[src/rtl/dtw_query_writer_pkg.sv]
// Shared definitions for the DTW query writer: FSM encodings, frame layout
// constants and the sample zero-extension helper.
package dtw_query_writer_pkg;

  typedef enum logic [2:0] {
    ST_IDLE  = 3'd0,
    ST_HDR   = 3'd1,
    ST_DATA  = 3'd2,
    ST_PAD   = 3'd3,
    ST_DRAIN = 3'd4,
    ST_DONE  = 3'd5
  } wr_state_e;

  localparam int HDR_WORDS  = 1;
  localparam int FIFO_WIDTH = 32;

  // Keeps the low 'width' bits of a raw word and clears everything above.
  function automatic logic [31:0] zext_sample(input logic [31:0] raw, input int unsigned width);
    logic [31:0] mask;
    if (width >= 32) mask = '1;
    else             mask = (32'h1 << width) - 32'h1;
    return raw & mask;
  endfunction

endpackage

[src/rtl/dtw_query_writer_if.sv]
// Raw-sample stream in and source-FIFO write port out, bundled for the writer.
// master = the query writer, slave = the environment (DMA stream + FIFO).
interface dtw_query_writer_if #(
  parameter int AXIS_WIDTH = 32
);
  logic [AXIS_WIDTH-1:0] s_axis_tdata;
  logic                  s_axis_tvalid;
  logic                  s_axis_tready;
  logic                  s_axis_tlast;
  logic                  fifo_wren;
  logic                  fifo_full;
  logic [31:0]           fifo_data;

  modport master (
    input  s_axis_tdata, s_axis_tvalid, s_axis_tlast, fifo_full,
    output s_axis_tready, fifo_wren, fifo_data
  );

  modport slave (
    output s_axis_tdata, s_axis_tvalid, s_axis_tlast, fifo_full,
    input  s_axis_tready, fifo_wren, fifo_data
  );
endinterface

[src/rtl/dtw_query_writer.sv]
// Frames one raw-sample packet into a query (id word + SQG_SIZE samples) for the
// DTW source FIFO, padding short packets and draining long ones.
module dtw_query_writer
  import dtw_query_writer_pkg::*;
#(
  parameter int              WIDTH      = 16,
  parameter int              AXIS_WIDTH = 32,
  parameter int              SQG_SIZE   = 250,
  parameter logic [WIDTH-1:0] PAD_VALUE = '0
) (
  input  logic                clk,
  input  logic                rst,
  input  logic                enable,
  input  logic                qid_load,
  input  logic [31:0]         qid_init,
  dtw_query_writer_if.master  bus,
  output logic                busy,
  output logic                query_done,
  output logic [31:0]         n_queries,
  output logic [31:0]         n_padded,
  output logic [31:0]         n_truncated
);

  localparam int CNT_W = $clog2(SQG_SIZE + 1);
  localparam logic [CNT_W-1:0] LAST_IDX = CNT_W'(SQG_SIZE - 1);

  wr_state_e              state_q, state_d;
  logic [CNT_W-1:0]       cnt_q, cnt_d;
  logic [31:0]            qid_q, qid_d;
  logic [31:0]            n_queries_q, n_queries_d;
  logic [31:0]            n_padded_q, n_padded_d;
  logic [31:0]            n_truncated_q, n_truncated_d;

  logic                   tready;
  logic                   wren;
  logic [FIFO_WIDTH-1:0]  wdata;
  logic [31:0]            beat_low;
  logic                   handshake;

  if (AXIS_WIDTH >= 32) begin : g_wide_beat
    assign beat_low = bus.s_axis_tdata[31:0];
  end else begin : g_narrow_beat
    assign beat_low = 32'(bus.s_axis_tdata);
  end

  assign handshake = bus.s_axis_tvalid && tready;

  // FIFO writes are decided in the same cycle they are issued, so the stall
  // on fifo_full has to be folded into every write and every tready.
  always_comb begin
    state_d       = state_q;
    cnt_d         = cnt_q;
    qid_d         = qid_q;
    n_queries_d   = n_queries_q;
    n_padded_d    = n_padded_q;
    n_truncated_d = n_truncated_q;
    tready        = 1'b0;
    wren          = 1'b0;
    wdata         = '0;

    unique case (state_q)
      ST_IDLE: begin
        if (qid_load)    qid_d   = qid_init;
        else if (enable) state_d = ST_HDR;
      end
      ST_HDR: begin
        if (!bus.fifo_full) begin
          wren    = 1'b1;
          wdata   = qid_q;
          cnt_d   = '0;
          state_d = ST_DATA;
        end
      end
      ST_DATA: begin
        tready = !bus.fifo_full;
        if (handshake) begin
          wren  = 1'b1;
          wdata = zext_sample(beat_low, WIDTH);
          cnt_d = cnt_q + CNT_W'(1);
          if (cnt_q == LAST_IDX) begin
            if (bus.s_axis_tlast) begin
              state_d = ST_DONE;
            end else begin
              state_d       = ST_DRAIN;
              n_truncated_d = n_truncated_q + 32'd1;
            end
          end else if (bus.s_axis_tlast) begin
            state_d    = ST_PAD;
            n_padded_d = n_padded_q + 32'd1;
          end
        end
      end
      ST_PAD: begin
        if (!bus.fifo_full) begin
          wren  = 1'b1;
          wdata = zext_sample(32'(PAD_VALUE), WIDTH);
          cnt_d = cnt_q + CNT_W'(1);
          if (cnt_q == LAST_IDX) state_d = ST_DONE;
        end
      end
      ST_DRAIN: begin
        tready = 1'b1;
        if (handshake && bus.s_axis_tlast) state_d = ST_DONE;
      end
      ST_DONE: begin
        qid_d       = qid_q + 32'd1;
        n_queries_d = n_queries_q + 32'd1;
        state_d     = ST_IDLE;
      end
      default: state_d = ST_IDLE;
    endcase
  end

  always_ff @(posedge clk) begin
    if (rst) begin
      state_q       <= ST_IDLE;
      cnt_q         <= '0;
      qid_q         <= '0;
      n_queries_q   <= '0;
      n_padded_q    <= '0;
      n_truncated_q <= '0;
    end else begin
      state_q       <= state_d;
      cnt_q         <= cnt_d;
      qid_q         <= qid_d;
      n_queries_q   <= n_queries_d;
      n_padded_q    <= n_padded_d;
      n_truncated_q <= n_truncated_d;
    end
  end

  assign bus.s_axis_tready = tready;
  assign bus.fifo_wren     = wren;
  assign bus.fifo_data     = wdata;

  assign busy        = (state_q != ST_IDLE);
  assign query_done  = (state_q == ST_DONE);
  assign n_queries   = n_queries_q;
  assign n_padded    = n_padded_q;
  assign n_truncated = n_truncated_q;

endmodule

[src/flat_wrapper.sv]
// flat-port wrapper written by rule: the top's interface ports become plain ports
module dtw_query_writer_flat import dtw_query_writer_pkg::*;
#(
  parameter int              WIDTH      = 16,
  parameter int              AXIS_WIDTH = 32,
  parameter int              SQG_SIZE   = 250,
  parameter logic [WIDTH-1:0] PAD_VALUE = '0
)
  (clk, rst, enable, qid_load, qid_init, busy, query_done, n_queries, n_padded, n_truncated, bus_s_axis_tdata, bus_s_axis_tvalid, bus_s_axis_tlast, bus_fifo_full, bus_s_axis_tready, bus_fifo_wren, bus_fifo_data);
  dtw_query_writer_if #(.AXIS_WIDTH(AXIS_WIDTH)) bus_i ();
  input  logic clk;
  input  logic rst;
  input  logic enable;
  input  logic qid_load;
  input  logic [31:0] qid_init;
  output logic busy;
  output logic query_done;
  output logic [31:0] n_queries;
  output logic [31:0] n_padded;
  output logic [31:0] n_truncated;
  input wire logic [$bits(bus_i.s_axis_tdata)-1:0] bus_s_axis_tdata;
  input wire logic [$bits(bus_i.s_axis_tvalid)-1:0] bus_s_axis_tvalid;
  input wire logic [$bits(bus_i.s_axis_tlast)-1:0] bus_s_axis_tlast;
  input wire logic [$bits(bus_i.fifo_full)-1:0] bus_fifo_full;
  output wire logic [$bits(bus_i.s_axis_tready)-1:0] bus_s_axis_tready;
  output wire logic [$bits(bus_i.fifo_wren)-1:0] bus_fifo_wren;
  output wire logic [$bits(bus_i.fifo_data)-1:0] bus_fifo_data;
  assign bus_i.s_axis_tdata = bus_s_axis_tdata;
  assign bus_i.s_axis_tvalid = bus_s_axis_tvalid;
  assign bus_i.s_axis_tlast = bus_s_axis_tlast;
  assign bus_i.fifo_full = bus_fifo_full;
  assign bus_s_axis_tready = bus_i.s_axis_tready;
  assign bus_fifo_wren = bus_i.fifo_wren;
  assign bus_fifo_data = bus_i.fifo_data;
  dtw_query_writer #(.WIDTH(WIDTH), .AXIS_WIDTH(AXIS_WIDTH), .SQG_SIZE(SQG_SIZE), .PAD_VALUE(PAD_VALUE)) u_core (.clk(clk), .rst(rst), .enable(enable), .qid_load(qid_load), .qid_init(qid_init), .bus(bus_i), .busy(busy), .query_done(query_done), .n_queries(n_queries), .n_padded(n_padded), .n_truncated(n_truncated));
endmodule
[config.mk]
export PLATFORM = sky130hd
export DESIGN_NAME = dtw_query_writer_flat
export DESIGN_NICKNAME = d
export VERILOG_FILES = /design/src/rtl/dtw_query_writer_pkg.sv /design/src/rtl/dtw_query_writer_if.sv /design/src/rtl/dtw_query_writer.sv /design/src/flat_wrapper.sv
export SDC_FILE = /design/constraint.sdc
export NUM_CORES = 1
export LEC_CHECK = 0
export CAP_MARGIN = 10
export CELL_PAD_IN_SITES_DETAIL_PLACEMENT = 1
export CELL_PAD_IN_SITES_GLOBAL_PLACEMENT = 1
export CORE_MARGIN = 2
export CORE_UTILIZATION = 35
export CTS_CLUSTER_DIAMETER = 120
export DETAILED_ROUTE_END_ITERATION = 10
export GPL_TIMING_DRIVEN = 0
export HOLD_SLACK_MARGIN = 0.12
export PLACE_DENSITY = 0.9
export SYNTH_ARGS = -nofsm -noshare
export SYNTH_HDL_FRONTEND = slang
export SYNTH_SLANG_ARGS = --single-unit
export TNS_END_PERCENT = 30
[constraint.sdc]
create_clock -name clk -period 2.65 [get_ports clk]
set_clock_uncertainty 0.05 [all_clocks]
set_input_delay 0.53 -clock clk [delete_from_list [all_inputs] [get_ports clk]]
set_output_delay 0.53 -clock clk [all_outputs]
set_load 0.05 [all_outputs]
Word-level counts from Yosys, hierarchy flattened
Cells that the tools add are included.

Register bits after elaboration: 139. Input port bits: 71. Output and inout bits: 132. Word-level logic and storage cells: 68.

Add/sub/neg operators: 5. Equal/unequal tests: 15. Mux-type cells: 26. Bitwise gates (word level): 3. Reduce and logical (&&, ||, !) cells: 13.

Operators by type and width (count): two-way mux 32 bit (5); adder 32 x 1 -> 32 bit, second input constant (4); one-hot mux 32 bit (2 select lines) (2); AND 32 bit (1); two-way mux 3 bit (9); two-way mux 8 bit (3); one-hot mux 8 bit (3 select lines) (1); one-hot mux 3 bit (5 select lines) (1); AND reduction 4 bit (3); inequality test 2 bit, second input constant (5); adder 8 x 1 -> 8 bit, second input constant (1); equality test 8 bit, second input constant (1); AND reduction 8 bit (1); equality test 3 x 2 -> 1 bit, second input constant (2); equality test 3 bit, second input constant (2); inequality test 2 x 1 -> 1 bit, second input constant (3); nonzero test 3 bit (2); one-hot mux 1 bit (2 select lines) (2); equality test 3 x 1 -> 1 bit, second input constant (1); logical NOT 3 bit (1); two-way mux 1 bit (3); inequality test 3 x 2 -> 1 bit, second input constant (1); logical AND 1 bit (2); inverter 1 bit (2); other kinds (4) (4).

Logic depth before layout (Yosys ltp)
Word-level depth: 8. Depth in mapped cells: 8. Gate-level depth less buffers: 7.

Worst setup path before layout
Ideal clock, no wire load.

Path type: input-to-output. Start point: in bus_fifo_full. End point: out bus_fifo_data[25]. Arrival: 2.223 ns. Data required time: 2.070 ns. Path slack: -0.153 ns. Stages: 2. Buffers on the path: 1. Path through: clkbuf_1 nor4_1.

Word-level cells in the longest chain between the ends: 5. Elaborated cells on any way between the ends: 6. Classes of those cells: mux: 4; reduce/logical: 2.

Ends and longest elaborated chain: start, declared (line flat_wrapper.sv:24) `input wire logic [$bits(bus_i.fifo_full)-1:0] bus_fifo_full;`; logical NOT 1 bit; one-hot mux 1 bit (2 select lines) (line dtw_query_writer.sv:61) `unique case (state_q)`; logical AND 1 bit (line dtw_query_writer.sv:46) `assign handshake = bus.s_axis_tvalid && tready;`; two-way mux 32 bit (line dtw_query_writer.sv:76) `if (handshake) begin`; one-hot mux 32 bit (2 select lines) (*) (line dtw_query_writer.sv:61); end, declared (line flat_wrapper.sv:27) `output wire logic [$bits(bus_i.fifo_data)-1:0] bus_fifo_data;`.

Mark *: on every way between the ends. The rest lies on a longest branch, timed or not.

Final worst setup path
Start point: in bus_fifo_full. End point: out bus_fifo_data[30].

The elaborated chain is that of the path after synthesis.

==> flow_summary_export.csv <==
group,metric,value,unit
place,gp_congestion,0.9005,
synthesis,synth_ff_type,"dfxtp_1",
synthesis,synth_cells,901,
drt,drt_wl_total,25430,um
place,place_ws,-1.321,ns
drt,drc,0,
clocking,tritoncts,"done",
sta,tightest_slew,0.7751,ns
drt,dr.first_iter.drc_count,288,
cells_and_area,multiInputGateArea,4292,sq um
place,portBuffers,186,
cells_and_area,regArea,2783,sq um
clocking,clock_latency,0.42,ns
drt,firstDrtPassIters,5,
synthesis,async_flop_share,0,%
hold_path,hold_path.class,"reg -> reg",
grt,grt_max_degree,17,
drt,routedWlPerCell,18.20,um
sta,relSlewSlack,48.14,%
worst_setup_path,cp_slowest_cell,"clkdlybuf4s50_1",
clocking,path_clk_slew,0.06,ns
power,power.switching,1767,uW
power,vdd_drop_max,0.0004125,V
sta,max_freq,0.3766,GHz
cells_and_area,layout-drive-gt1-share,10.21,%
sta,fin_crit_sh,100.2,%
synthesis,synth_nets,978,
worst_setup_path,critPathRequiredTime,2.07,ns
grt,grt_pass1_vias,8008,
worst_setup_path,crit_chain,"clkdlybuf4s50_1 > clkbuf_8 > nor3_4 > clkbuf_8 > clkbuf_4 > and2_1 > buf_6",
power,p_per_area,557.7,nW/um^2
clocking,root_buffer,"clkbuf_16",
die,die_w,147.8,um
synthesis,synth_seq_cells,139,
worst_setup_path,critical_path_arrival,2.08,ns
grt,grt_pass1_wl,40900,um
outcome,status,"finished, violations left",
sta,hold_ws,0.4501,ns
outcome,violations,"setup timing",
cells_and_area,instances_no_fill,1397,
worst_setup_path,critPathLaunchType,"input port",
clocking,htree_levels,4,
drt,antenna_left,0,
clocking,cts_made_buffers,17,
sta,rsz0062_at_grt,"yes",
worst_setup_path,path_common_cell,"clkbuf_8",
sta,drv_slew,0,
die,die_area,21830,sq um
die,die_y,147.8,um
worst_setup_path,max_stage_delay,0.42,ns
synthesis,syn-cell-area,7233,sq um
cells_and_area,final_nets,1191,
worst_setup_path,end_kind,"output pin",
cells_and_area,n_fill_cell,2420,
synthesis,avgSynthCellArea,8.028,sq um
synthesis,yosys.area.top_type,"dfxtp_1",
sta,period_minus_slack,2.655,ns
sta,hold_viol,0,
cells_and_area,final_area,10190,sq um
synthesis,synth_top_area_share,38.47,%
synthesis,yosysWarningCount,0,
die,initial_core_util,35.75,%
synthesis,yosysMostFrequentCell,"dfxtp_1",
power,total_power,5681,uW
place,placed_area,9433,sq um
synthesis,netlist_top_cells_count,"dfxtp_1, nor2_1, nand2_1, a21oi_1, clkbuf_1",
synthesis,ys_top_cells_by_area,"dfxtp_1, nor2_1, xor2_1, nand2_1, a21oi_1",
power,power_frac_comb,19.0,%
power,sw_frac_of_total,31.11,%
place,post-dp-hpwl,18370,um
sta,worst_slack,-0.005468,ns
grt,grt_antenna_before_repair,1,
die,rows,52,
power,seqPwrFrac,40.8,%
drt,routed-via-count,7793,
clocking,clock-sinks,139,
grt,gr-usage-all-layers,22.94,%
worst_setup_path,crit_path_max_fanout,10,
drt,viasPerCell,5.578,
job,cap_violations,0,
die,coreArea,20230,sq um
place,dp.cells,1357,
cells_and_area,area_growth,40.82,%
grt,gr-total-overflow,0,
synthesis,synth_cell_types,60,
synthesis,synth_edf_count,0,
power,power_frac_clock,40.2,%
die,io_pins,203,
clocking,clockBufferDepth,2,
synthesis,ys_seq_area_share,38.47,%
worst_setup_path,crit_type,"in -> out",
sta,setup_viol,1,
power,leakage,0.003409,uW
power,p_int,3914,uW
==> timing repair <==
action                                  in CTS  in global routing
gates resized for setup                    219                 43
pin swaps                                    3                  2
endpoints found under the setup margin      55                 94
hold buffers                                 0                  0
buffers inserted                             7                  2
==> power by group through the flow <==
stage | sequential, uW | combinational [uW] | clock, uW
after floorplan | 2300 | 656 | 0
after global placement | 2340 | 997 | 0
after detailed placement | 2340 | 1020 | 0
after CTS | 2310 | 1050 | 2330
after global routing | 2330 | 1160 | 2400
final | 2320 | 1080 | 2280
==> sequential cells by signal, indices dropped and copies added, names as in the netlist <==
register	flops
u_core.cnt_q	8
u_core.n_padded	32
u_core.qid_q	32
u_core.n_queries	32
u_core.state_q	3
u_core.n_truncated	32
==> cell usage in the layout (no fill, tap or decap), types with 16 or more instances in the layout <==
master,n
buf_4,24
or4_1,27
o31ai_1,26
nand4_1,35
clkdlybuf4s50_1,149
xnor2_1,29
clkbuf_1,42
and3_1,19
inv_1,20
nor2_1,115
a22o_1,16
nor4_1,25
a21oi_1,55
dfxtp_1,139
and2_1,21
nand2_1,73
xor2_1,37
o21ai_0,18
nand3_1,47
clkbuf_16,17
==> area by class of cell <==
class | count | area share (%)
diodes | 1 | 0.02457
plain buffers | 56 | 2.616
inverters | 20 | 0.7370
well taps | 270 | 3.317
repair buffers | 195 | 18.40
clock inverters | 9 | 0.8967
flip-flops and latches | 139 | 27.32
multi-input cells | 685 | 42.13
clock buffers | 22 | 4.557
==> metrics by stage <==
stage	TNS, ns	utilization (%)
6_report	-0.005468	50.34
5_1_grt	-0.8062	50.33
4_1_cts	-0.05763	49.76
3_5_place_dp	-75.56	46.62
3_3_place_gp	-68.87	46.62
2_1_floorplan	-0.4603	-
==> critical path, delay by kind of cell <==
family,cells,cell delay [ns]
buffers and inverters,5,1.17
and+or+nand+nor,2,0.37
==> cell families (layout without fill, tap and decap cells) <==
family	count (synthesis)	after routing	share of synthesized area, %
buffers and inverters	77	302	4.065
multiplexers	7	7	1.038
AO/OA/AOI/OAI	164	164	15.03
flip-flops	139	139	38.47
adder cells (fa/ha/maj)	6	6	1.038
AND/OR/NAND/NOR	442	442	32.36
other	0	1	0
XOR/XNOR	66	66	7.992
==> path summary, 6_finish.rpt <==
path	cells after the start	slack [ns]	endpoint	startpoint
worst max-delay path	7	-0.005	bus_fifo_data[30]	bus_fifo_full
worst min-delay path	2	0.45	u_core.n_truncated[29]	u_core.n_truncated[29]
worst max register to register	6	0.17	u_core.n_padded[29]	u_core.n_padded[3]
worst min register to register	2	0.45	u_core.n_truncated[29]	u_core.n_truncated[29]
==> routing by layer <==
metal	GRT usage, %	up-vias	routed length [um]
met5	0	-	0
met4	8.558	0	607
met3	4.938	45	1491
met2	39.53	225	12400
met1	28.10	3795	10930
li1	-	3728	-
No activity file was read; power rests on OpenSTA's default activity.
